## config.mk

```make
export PLATFORM = sky130hd
export DESIGN_NAME = dmem_store_buffer_flat
export DESIGN_NICKNAME = d
export VERILOG_FILES = /design/src/rtl/dmem_store_buffer_if.sv /design/src/rtl/dmem_store_buffer.sv /design/src/flat_wrapper.sv
export SDC_FILE = /design/constraint.sdc
export NUM_CORES = 1
export LEC_CHECK = 0
export ABC_AREA = 0
export CAP_MARGIN = 20
export CORE_MARGIN = 1.5
export CORE_UTILIZATION = 50
export CTS_CLUSTER_SIZE = 10
export DETAILED_ROUTE_END_ITERATION = 6
export GPL_ROUTABILITY_DRIVEN = 0
export MAX_ROUTING_LAYER = met4
export PLACE_DENSITY = 0.7
export SLEW_MARGIN = 20
export SYNTH_ARGS = -nofsm -noshare
export SYNTH_HDL_FRONTEND = slang
export SYNTH_SLANG_ARGS = --single-unit
```

## constraint.sdc

```tcl
create_clock -name clock -period 7.8 [get_ports clock]
set_input_delay 2.34 -clock clock [delete_from_list [all_inputs] [get_ports clock]]
set_output_delay 2.34 -clock clock [all_outputs]
set_load 0.05 [all_outputs]
```

## src/rtl/dmem_store_buffer_if.sv

```systemverilog
// Store-buffer bus: control-unit store requests, memory write port,
// load-forwarding lookup and buffer status.
interface dmem_store_buffer_if #(
    parameter int ADDR_W = 4,
    parameter int DATA_W = 8
);
    logic              run;
    logic              c_store;
    logic [ADDR_W-1:0] store_addr;
    logic [DATA_W-1:0] store_data;
    logic              mem_busy;
    logic [ADDR_W-1:0] ld_addr;
    logic              dmem_we;
    logic [ADDR_W-1:0] dmem_waddr;
    logic [DATA_W-1:0] dmem_wdata;
    logic              fwd_hit;
    logic [DATA_W-1:0] fwd_data;
    logic              full;
    logic              empty;
    logic              stall;

    // Control unit / memory side
    modport master (
        output run, c_store, store_addr, store_data, mem_busy, ld_addr,
        input  dmem_we, dmem_waddr, dmem_wdata, fwd_hit, fwd_data, full, empty, stall
    );

    // Store buffer side
    modport slave (
        input  run, c_store, store_addr, store_data, mem_busy, ld_addr,
        output dmem_we, dmem_waddr, dmem_wdata, fwd_hit, fwd_data, full, empty, stall
    );
endinterface

```

## src/rtl/dmem_store_buffer.sv

```systemverilog
// Store buffer for the i281 data memory: FIFO of pending stores, drained one
// per cycle when the memory is not reading, with load forwarding from the
// youngest matching pending store.

// Per-entry address comparator for the forwarding lookup.
module dmem_sb_match #(
    parameter int ADDR_W = 4
) (
    input  logic              valid,
    input  logic [ADDR_W-1:0] entry_addr,
    input  logic [ADDR_W-1:0] ld_addr,
    output logic              hit
);
    assign hit = valid && (entry_addr == ld_addr);
endmodule

module dmem_store_buffer #(
    parameter int ADDR_W = 4,
    parameter int DATA_W = 8,
    parameter int DEPTH  = 4
) (
    input  logic               clock,
    input  logic               reset,
    dmem_store_buffer_if.slave bus
);
    localparam int PTR_W = $clog2(DEPTH);
    localparam int CNT_W = PTR_W + 1;

    // Pointers wrap by natural overflow, so DEPTH must be a power of two.
    if (DEPTH < 2 || (DEPTH & (DEPTH - 1)) != 0) begin : g_bad_depth
        $error("dmem_store_buffer: DEPTH must be a power of two >= 2");
    end

    logic [DEPTH-1:0][ADDR_W-1:0] ent_addr;
    logic [DEPTH-1:0][DATA_W-1:0] ent_data;
    logic [PTR_W-1:0]             head;
    logic [PTR_W-1:0]             tail;
    logic [CNT_W-1:0]             count;
    logic                         is_full;
    logic                         is_empty;
    logic                         enq;
    logic                         drain;
    logic [DEPTH-1:0]             ent_vld;
    logic [DEPTH-1:0]             ent_hit;
    logic                         hit_c;
    logic [DATA_W-1:0]            hit_data_c;
    logic [PTR_W-1:0]             scan_idx;

    assign is_full  = (count == CNT_W'(DEPTH));
    assign is_empty = (count == '0);

    // A full buffer refuses even when a drain frees a slot this same cycle;
    // this keeps stall independent of mem_busy.
    assign enq   = bus.c_store && bus.run && !is_full;
    assign drain = !is_empty && !bus.mem_busy && bus.run;

    assign bus.stall      = bus.c_store && bus.run && is_full;
    assign bus.dmem_we    = drain;
    assign bus.dmem_waddr = is_empty ? '0 : ent_addr[head];
    assign bus.dmem_wdata = is_empty ? '0 : ent_data[head];
    assign bus.full       = is_full;
    assign bus.empty      = is_empty;
    assign bus.fwd_hit    = hit_c;
    assign bus.fwd_data   = hit_data_c;

    // Pointer and occupancy bookkeeping; simultaneous enq+drain leaves count unchanged.
    always_ff @(posedge clock or posedge reset) begin
        if (reset) begin
            head  <= '0;
            tail  <= '0;
            count <= '0;
        end else begin
            if (enq)   tail <= tail + PTR_W'(1);
            if (drain) head <= head + PTR_W'(1);
            case ({enq, drain})
                2'b10:   count <= count + CNT_W'(1);
                2'b01:   count <= count - CNT_W'(1);
                default: count <= count;
            endcase
        end
    end

    // Entry storage: the accepted store lands at the tail slot.
    always_ff @(posedge clock or posedge reset) begin
        if (reset) begin
            ent_addr <= '0;
            ent_data <= '0;
        end else if (enq) begin
            ent_addr[tail] <= bus.store_addr;
            ent_data[tail] <= bus.store_data;
        end
    end

    // An entry is live when its distance from head is below count; the head
    // being drained this cycle still counts, so a load sees it until it is written.
    for (genvar i = 0; i < DEPTH; i++) begin : g_ent
        logic [PTR_W-1:0] age;
        assign age        = PTR_W'(i) - head;
        assign ent_vld[i] = ({1'b0, age} < count);

        dmem_sb_match #(.ADDR_W(ADDR_W)) u_match (
            .valid      (ent_vld[i]),
            .entry_addr (ent_addr[i]),
            .ld_addr    (bus.ld_addr),
            .hit        (ent_hit[i])
        );
    end

    // Scan from oldest to youngest so the last hit seen (closest to tail) wins.
    always_comb begin
        hit_c      = 1'b0;
        hit_data_c = '0;
        scan_idx   = head;
        for (int k = 0; k < DEPTH; k++) begin
            scan_idx = head + PTR_W'(k);
            if (ent_hit[scan_idx]) begin
                hit_c      = 1'b1;
                hit_data_c = ent_data[scan_idx];
            end
        end
    end
endmodule

```

## src/flat_wrapper.sv

```systemverilog
// flat-port wrapper written by rule: the top's interface ports become plain ports
module dmem_store_buffer_flat 
#(
    parameter int ADDR_W = 4,
    parameter int DATA_W = 8,
    parameter int DEPTH  = 4
)
  (clock, reset, bus_run, bus_c_store, bus_store_addr, bus_store_data, bus_mem_busy, bus_ld_addr, bus_dmem_we, bus_dmem_waddr, bus_dmem_wdata, bus_fwd_hit, bus_fwd_data, bus_full, bus_empty, bus_stall);
  dmem_store_buffer_if #(.ADDR_W(ADDR_W), .DATA_W(DATA_W)) bus_i ();
  input  logic clock;
  input  logic reset;
  input wire logic [$bits(bus_i.run)-1:0] bus_run;
  input wire logic [$bits(bus_i.c_store)-1:0] bus_c_store;
  input wire logic [$bits(bus_i.store_addr)-1:0] bus_store_addr;
  input wire logic [$bits(bus_i.store_data)-1:0] bus_store_data;
  input wire logic [$bits(bus_i.mem_busy)-1:0] bus_mem_busy;
  input wire logic [$bits(bus_i.ld_addr)-1:0] bus_ld_addr;
  output wire logic [$bits(bus_i.dmem_we)-1:0] bus_dmem_we;
  output wire logic [$bits(bus_i.dmem_waddr)-1:0] bus_dmem_waddr;
  output wire logic [$bits(bus_i.dmem_wdata)-1:0] bus_dmem_wdata;
  output wire logic [$bits(bus_i.fwd_hit)-1:0] bus_fwd_hit;
  output wire logic [$bits(bus_i.fwd_data)-1:0] bus_fwd_data;
  output wire logic [$bits(bus_i.full)-1:0] bus_full;
  output wire logic [$bits(bus_i.empty)-1:0] bus_empty;
  output wire logic [$bits(bus_i.stall)-1:0] bus_stall;
  assign bus_i.run = bus_run;
  assign bus_i.c_store = bus_c_store;
  assign bus_i.store_addr = bus_store_addr;
  assign bus_i.store_data = bus_store_data;
  assign bus_i.mem_busy = bus_mem_busy;
  assign bus_i.ld_addr = bus_ld_addr;
  assign bus_dmem_we = bus_i.dmem_we;
  assign bus_dmem_waddr = bus_i.dmem_waddr;
  assign bus_dmem_wdata = bus_i.dmem_wdata;
  assign bus_fwd_hit = bus_i.fwd_hit;
  assign bus_fwd_data = bus_i.fwd_data;
  assign bus_full = bus_i.full;
  assign bus_empty = bus_i.empty;
  assign bus_stall = bus_i.stall;
  dmem_store_buffer #(.ADDR_W(ADDR_W), .DATA_W(DATA_W), .DEPTH(DEPTH)) u_core (.clock(clock), .reset(reset), .bus(bus_i));
endmodule
```

; ---- After elaboration in Yosys (flattened, before gate mapping)
; Index checks and enable logic that the tools add are counted.
[word_totals]
ff_bits = 55
inputBits = 21
[classes]
addsub = 10
n_lt_le_gt_ge = 10
n_eq_ne = 7
mux = 35
n_reduce_logical = 15
[ops]
columns = cell, count
row1 = $mux W8, 10
row2 = $bmux W8 S2, 4
row3 = $bwmux W32, 1
row4 = $bwmux W16, 1
row5 = $demux W8 S2, 1
row6 = $eq A4 B4 Y1, 4
row7 = $lt A2 B3 Y1 const B, 5
row8 = $lt A2 B3 Y1, 4
row9 = $mux W4, 3
row10 = $logic_and A1 B1 Y1, 10
row11 = $bmux W1 S2, 4
row12 = $bmux W4 S2, 1
row13 = $demux W4 S2, 1
row14 = $mux W1, 8
row15 = $pmux W3 S2, 1
row16 = $add A2 B1 Y2 const B, 2
row17 = $add A2 B2 Y2 const B, 2
row18 = $sub A1 B2 Y2 const A, 2
row19 = $sub A2 B2 Y2 const A, 2
row20 = $add A3 B1 Y3 const B, 1
row21 = $eq A3 B3 Y1 const B, 1
row22 = $logic_not A1 Y1, 3
row23 = $logic_not A3 Y1, 1
row24 = $sub A3 B1 Y3 const B, 1
row25 = other kinds (4), 4

; ---- Logic depth before layout (Yosys ltp)
; Gate-level depths: netlist of the first run.
[logic_depth]
depth_word = 9
mapped_depth = 15
depth_no_buf = 10

; ---- Hierarchy
; From an unflattened synthesis of the first run, not the netlist that was laid out.
[unflattened]
hier_cells = 346
hier_area_um2 = 3868.7
[by_module_without_submodules]
columns = mod, instances, cells_per_inst, area_each_um2, seq_area_each_um2
row1 = dmem_store_buffer, 1, 310, 3608.5, 1376.3
row2 = dmem_sb_match, 4, 9, 65.1, 0.0

; ---- Least setup slack after synthesis of the first run
; No wires, ideal clock.
[synth_timing]
path_kind = input -> output
startpoint = input port bus_ld_addr[1]
endpoint = output port bus_fwd_data[0]
arrival_time_ps = 4881
path_slack_ps = 579
path_stages = 9
path_buffers = 2
path_cell_list = clkbuf_2 > xor2_1 > nor2_1 > nand4_2 > and3_4 > or2_1 > buf_6 > o221a_1 > a211oi_1
[synth_between]
elab_chain_cells = 8
word_cells_on_any_way = 20
cone_classes = 4 x eq/ne / 12 x mux / 4 x reduce/logical
[synth_rtl]
columns = element, line
row1 = "start, declared", flat_wrapper.sv:17  ; input wire logic [$bits(bus_i.ld_addr)-1:0] bus_ld_addr;
row2 = $eq A4 B4 Y1, dmem_store_buffer.sv:14  ; assign hit = valid && (entry_addr == ld_addr);
row3 = $logic_and A1 B1 Y1, dmem_store_buffer.sv:14
row4 = $bmux W1 S2, dmem_store_buffer.sv:116  ; if (ent_hit[scan_idx]) begin
row5 = $mux W1 (not written as such), dmem_store_buffer.sv:116
row6 = $mux W8 (3 in a row), dmem_store_buffer.sv:116
row7 = $mux W8 *, dmem_store_buffer.sv:116
row8 = "end, declared", flat_wrapper.sv:22  ; output wire logic [$bits(bus_i.fwd_data)-1:0] bus_fwd_data;
; Every way passes the cells marked *; elsewhere a longest branch is shown, timed or not. The select of a mux whose other input is x is not followed.

; ---- Worst setup path after layout of the first run
[layout_timing]
startpoint = input port bus_ld_addr[0]
endpoint = output port bus_fwd_data[1]
; The elaborated chain is that of the path after synthesis.

==> metrics.txt, run 1 <==
Die ar. approximately 8000 µm²; top cell type's share of synthesized area a little under two fifths; Seq/Total Area, Yosys 37.0%; crit path cell chain clkdlybuf4s50_1, xnor2_1, nand4_1, a21oi_1, mux4_2, o21ai_1, o221a_1, a211oi_1, buf_4; Slew @ Worst Pin slightly above 0.8 ns; area delta synth->final 17.0%; CP bufs+invs 2; hold depth 1; CP Class input pin to output port; post-route clock period utilization 95.1%; Final Hold Violating Endpoints 0; cts bufs inserted 5; Async SR Flop Fraction 100%; Tot GR Track Use 24.4%; H-tree levels 2; Ant. Diodes 0; Post-synth top cells 58 x mux2_2, 55 x dfrtp_1, 36 x nor2_1, 22 x mux2i_1, 18 x a21oi_1; mapped cell area 3720 µm²; Post-Syn Nets between 300 and 400; Final HPWL DP between 6000 and 7000 µm; pre-CTS WS ~0.48 ns; Layout Skew 0.00606 ns; layout cells sized above 1 between 20 and 30%; first-pass GRT wire length between 10000 and 15000 µm; Reg2Reg Launch Point u_core.count[0]; GRT overflow 0; Rows 31; CTS sink count 55; vias in the first global route roughly 2800; run status finished clean; Skew-Pair Late Insertion Delay 0.32 ns; post-CTS sizing 0; syn_area_per_cell roughly 11 µm²; core area ~7200 µm²; RSZ-0062 raised after global routing no; CP delay by family, top compound AO/OA/AOI/OAI gates; Most used DFF post-synth dfrtp_1; R2R depth 8; kind of end point of the critical path output port; final WL slightly below 9000 µm; Starting Density just over 50%; Post-CTS Setup Bufs 0; Startpoint Class input pin; worst hold path type flip-flop to flip-flop; Die Y around 90 µm; total number of yosys warnings 0; root buffer cell clkbuf_8; layout net count roughly 420; Synth Register Bits 55; CTS tree yes; Required @ worst endpoint 5.46 ns; synth top area cells dfrtp_1 37%, mux2_2 18%, mux2i_1 5.9%; I/O Buffers between 40 and 50; initial DRC count ~190; Critical Path Fanout Max 7; critical path data arrival time 5.08 ns; IO Pins between 40 and 50; leading area contributor after synthesis dfrtp_1; CP max-delay cell clkdlybuf4s50_1; ANT nets after route 0; hold_buf cts 0; post-route setup slack roughly 0.38 ns; vias per cell 5.85; placed cells around 480; EDFF count, synth 0; fin crit period between 7 and 8 ns; Remaining DRCs 0; Hold Crit Start u_core.ent_data[25]; count of final setup violators 0; vias approximately 2900; Reg clk slew, reported paths ~0.1 ns; die width roughly 89 µm; 1st-pass router iterations 4; FMAX about 0.13 GHz; R2R Setup Slk just over 5 ns; deepest clock path buffer count 2; critical path's largest stage delay about 0.59 ns; Max Cap Viol 0; Setup Total Neg Slack 0 ns; Pins Over Slew Limit 0; hold endpoint u_core.ent_data[25]; largest net degree at the start of global routing between 50 and 60; slew margin rel. a little under half; WL/cell roughly 18 µm; antenna violations before repair 0; Crit Reg-Reg Endpoint u_core.count[2]; Yosys cell types 53; final cell count without fillers 487; Final Core Density between 60% and 70%; top-count cell post-synth mux2_2; Post-Syn Instances roughly 350
## layer usage
layer | routed length (µm) | GRT usage (%)
met1 | 3880 | 33.1
met2 | 4260 | 37.2
met3 | 418 | 3.23
met4 | 211 | 9.65
met5 | 0 | -
## layout make-up
cell class	instances	area, µm²
Timing Repair Buffer	50	472
Multi-Input combinational cell	264	2220
Clock inverter	3	46.3
Clock buffer	5	68.8
Fill cell	628	2860
Inverter	11	41.3
Tap cell	99	124
Sequential cell	55	1380
## worst reg2reg max path, stage by stage, from the launching register on
cell and delay, ns:
dfrtp_1 0.61, nor3_2 0.19, nor3b_1 0.60, ha_1 0.31
inv_1 0.07, fa_1 0.38, xor2_1 0.15, nor2_1 0.11
xnor2_1 0.12
## cell families after synthesis
group / share of synthesized area [%]
AOI/OAI and AO/OA: 13.0
muxes: 27.1
DFF: 37.0
buffers and inverters: 3.50
adders and majority gates: 3.56
xor gates and xnor gates: 5.41
and+or+nand+nor: 10.4
## state kept, by name (all words and copies together) (netlist names)
signal,cells
u_core.count,3
u_core.ent_addr,16
u_core.head,2
u_core.ent_data,32
u_core.tail,2
## worst max-delay path by stage
stage | start | to | depth (start not counted)
6_report | bus_ld_addr[0] | bus_fwd_data[1] | 9
5_1_grt | bus_ld_addr[2] | bus_fwd_data[7] | 8
4_1_cts | bus_ld_addr[0] | bus_fwd_data[1] | 9
3_5_place_dp | bus_ld_addr[0] | bus_fwd_data[1] | 9
3_3_place_gp | bus_ld_addr[0] | bus_fwd_data[7] | 8
2_1_floorplan | bus_ld_addr[1] | bus_fwd_data[0] | 9
## metrics by stage
| step | hold slack (ns) | cell area [µm²] |
|---|---|---|
| detailed placement | 0.514 | 4240 |
| global placement | 0.507 | 4220 |
| global route | 0.558 | 4350 |
| CTS | 0.540 | 4350 |
| finish | 0.536 | 4350 |
| floorplan | 0.492 | 3720 |
## cell usage in the layout (no fill, tap or decap), types with 2 or more instances in the layout
master and count:
nor2b_1 7, nand3_1 2, dfrtp_1 54, mux2i_1 22, mux4_2 6, a221o_1 2, o21ai_0 5, and3_1 4
o21ai_1 2, mux2_2 58, nand2_1 15, clkdlybuf4s50_1 37, o22ai_1 8, nor2_1 36, xnor2_1 15, o221a_1 7
a21oi_1 18, nand4_1 3, nand2b_1 2, buf_4 12, inv_2 2, xor2_1 8, ha_1 9, a211oi_1 8
a22o_1 2, nor3_1 3, clkbuf_8 5, inv_1 8
Power of run 1 is not shown: default switching activity piles up to over one toggle a cycle in this logic, so the estimate is an artifact.
==> run 2: changes to the inputs <==
--- a/config.mk
+++ b/config.mk
@@ -9,6 +9,7 @@
 export CAP_MARGIN = 20
 export CORE_MARGIN = 1.5
 export CORE_UTILIZATION = 50
+export CTS_BUF_LIST = sky130_fd_sc_hd__clkbuf_4 sky130_fd_sc_hd__clkbuf_8 sky130_fd_sc_hd__clkbuf_16
 export CTS_CLUSTER_SIZE = 10
 export DETAILED_ROUTE_END_ITERATION = 6
 export GPL_ROUTABILITY_DRIVEN = 0
==> results of run 2 <==
Same layout as run 1: the final DEF is identical, and so are final timing and power.
Power of run 2 is left out for the same reason.
==> run 3: changes to the inputs <==
--- a/config.mk
+++ b/config.mk
@@ -10,7 +10,7 @@
 export CORE_MARGIN = 1.5
 export CORE_UTILIZATION = 50
 export CTS_BUF_LIST = sky130_fd_sc_hd__clkbuf_4 sky130_fd_sc_hd__clkbuf_8 sky130_fd_sc_hd__clkbuf_16
-export CTS_CLUSTER_SIZE = 10
+export CTS_CLUSTER_SIZE = 12
 export DETAILED_ROUTE_END_ITERATION = 6
 export GPL_ROUTABILITY_DRIVEN = 0
 export MAX_ROUTING_LAYER = met4
==> results of run 3 <==
Same layout as run 1: the final DEF is identical, and so are final timing and power.
Power of run 3 is left out for the same reason.
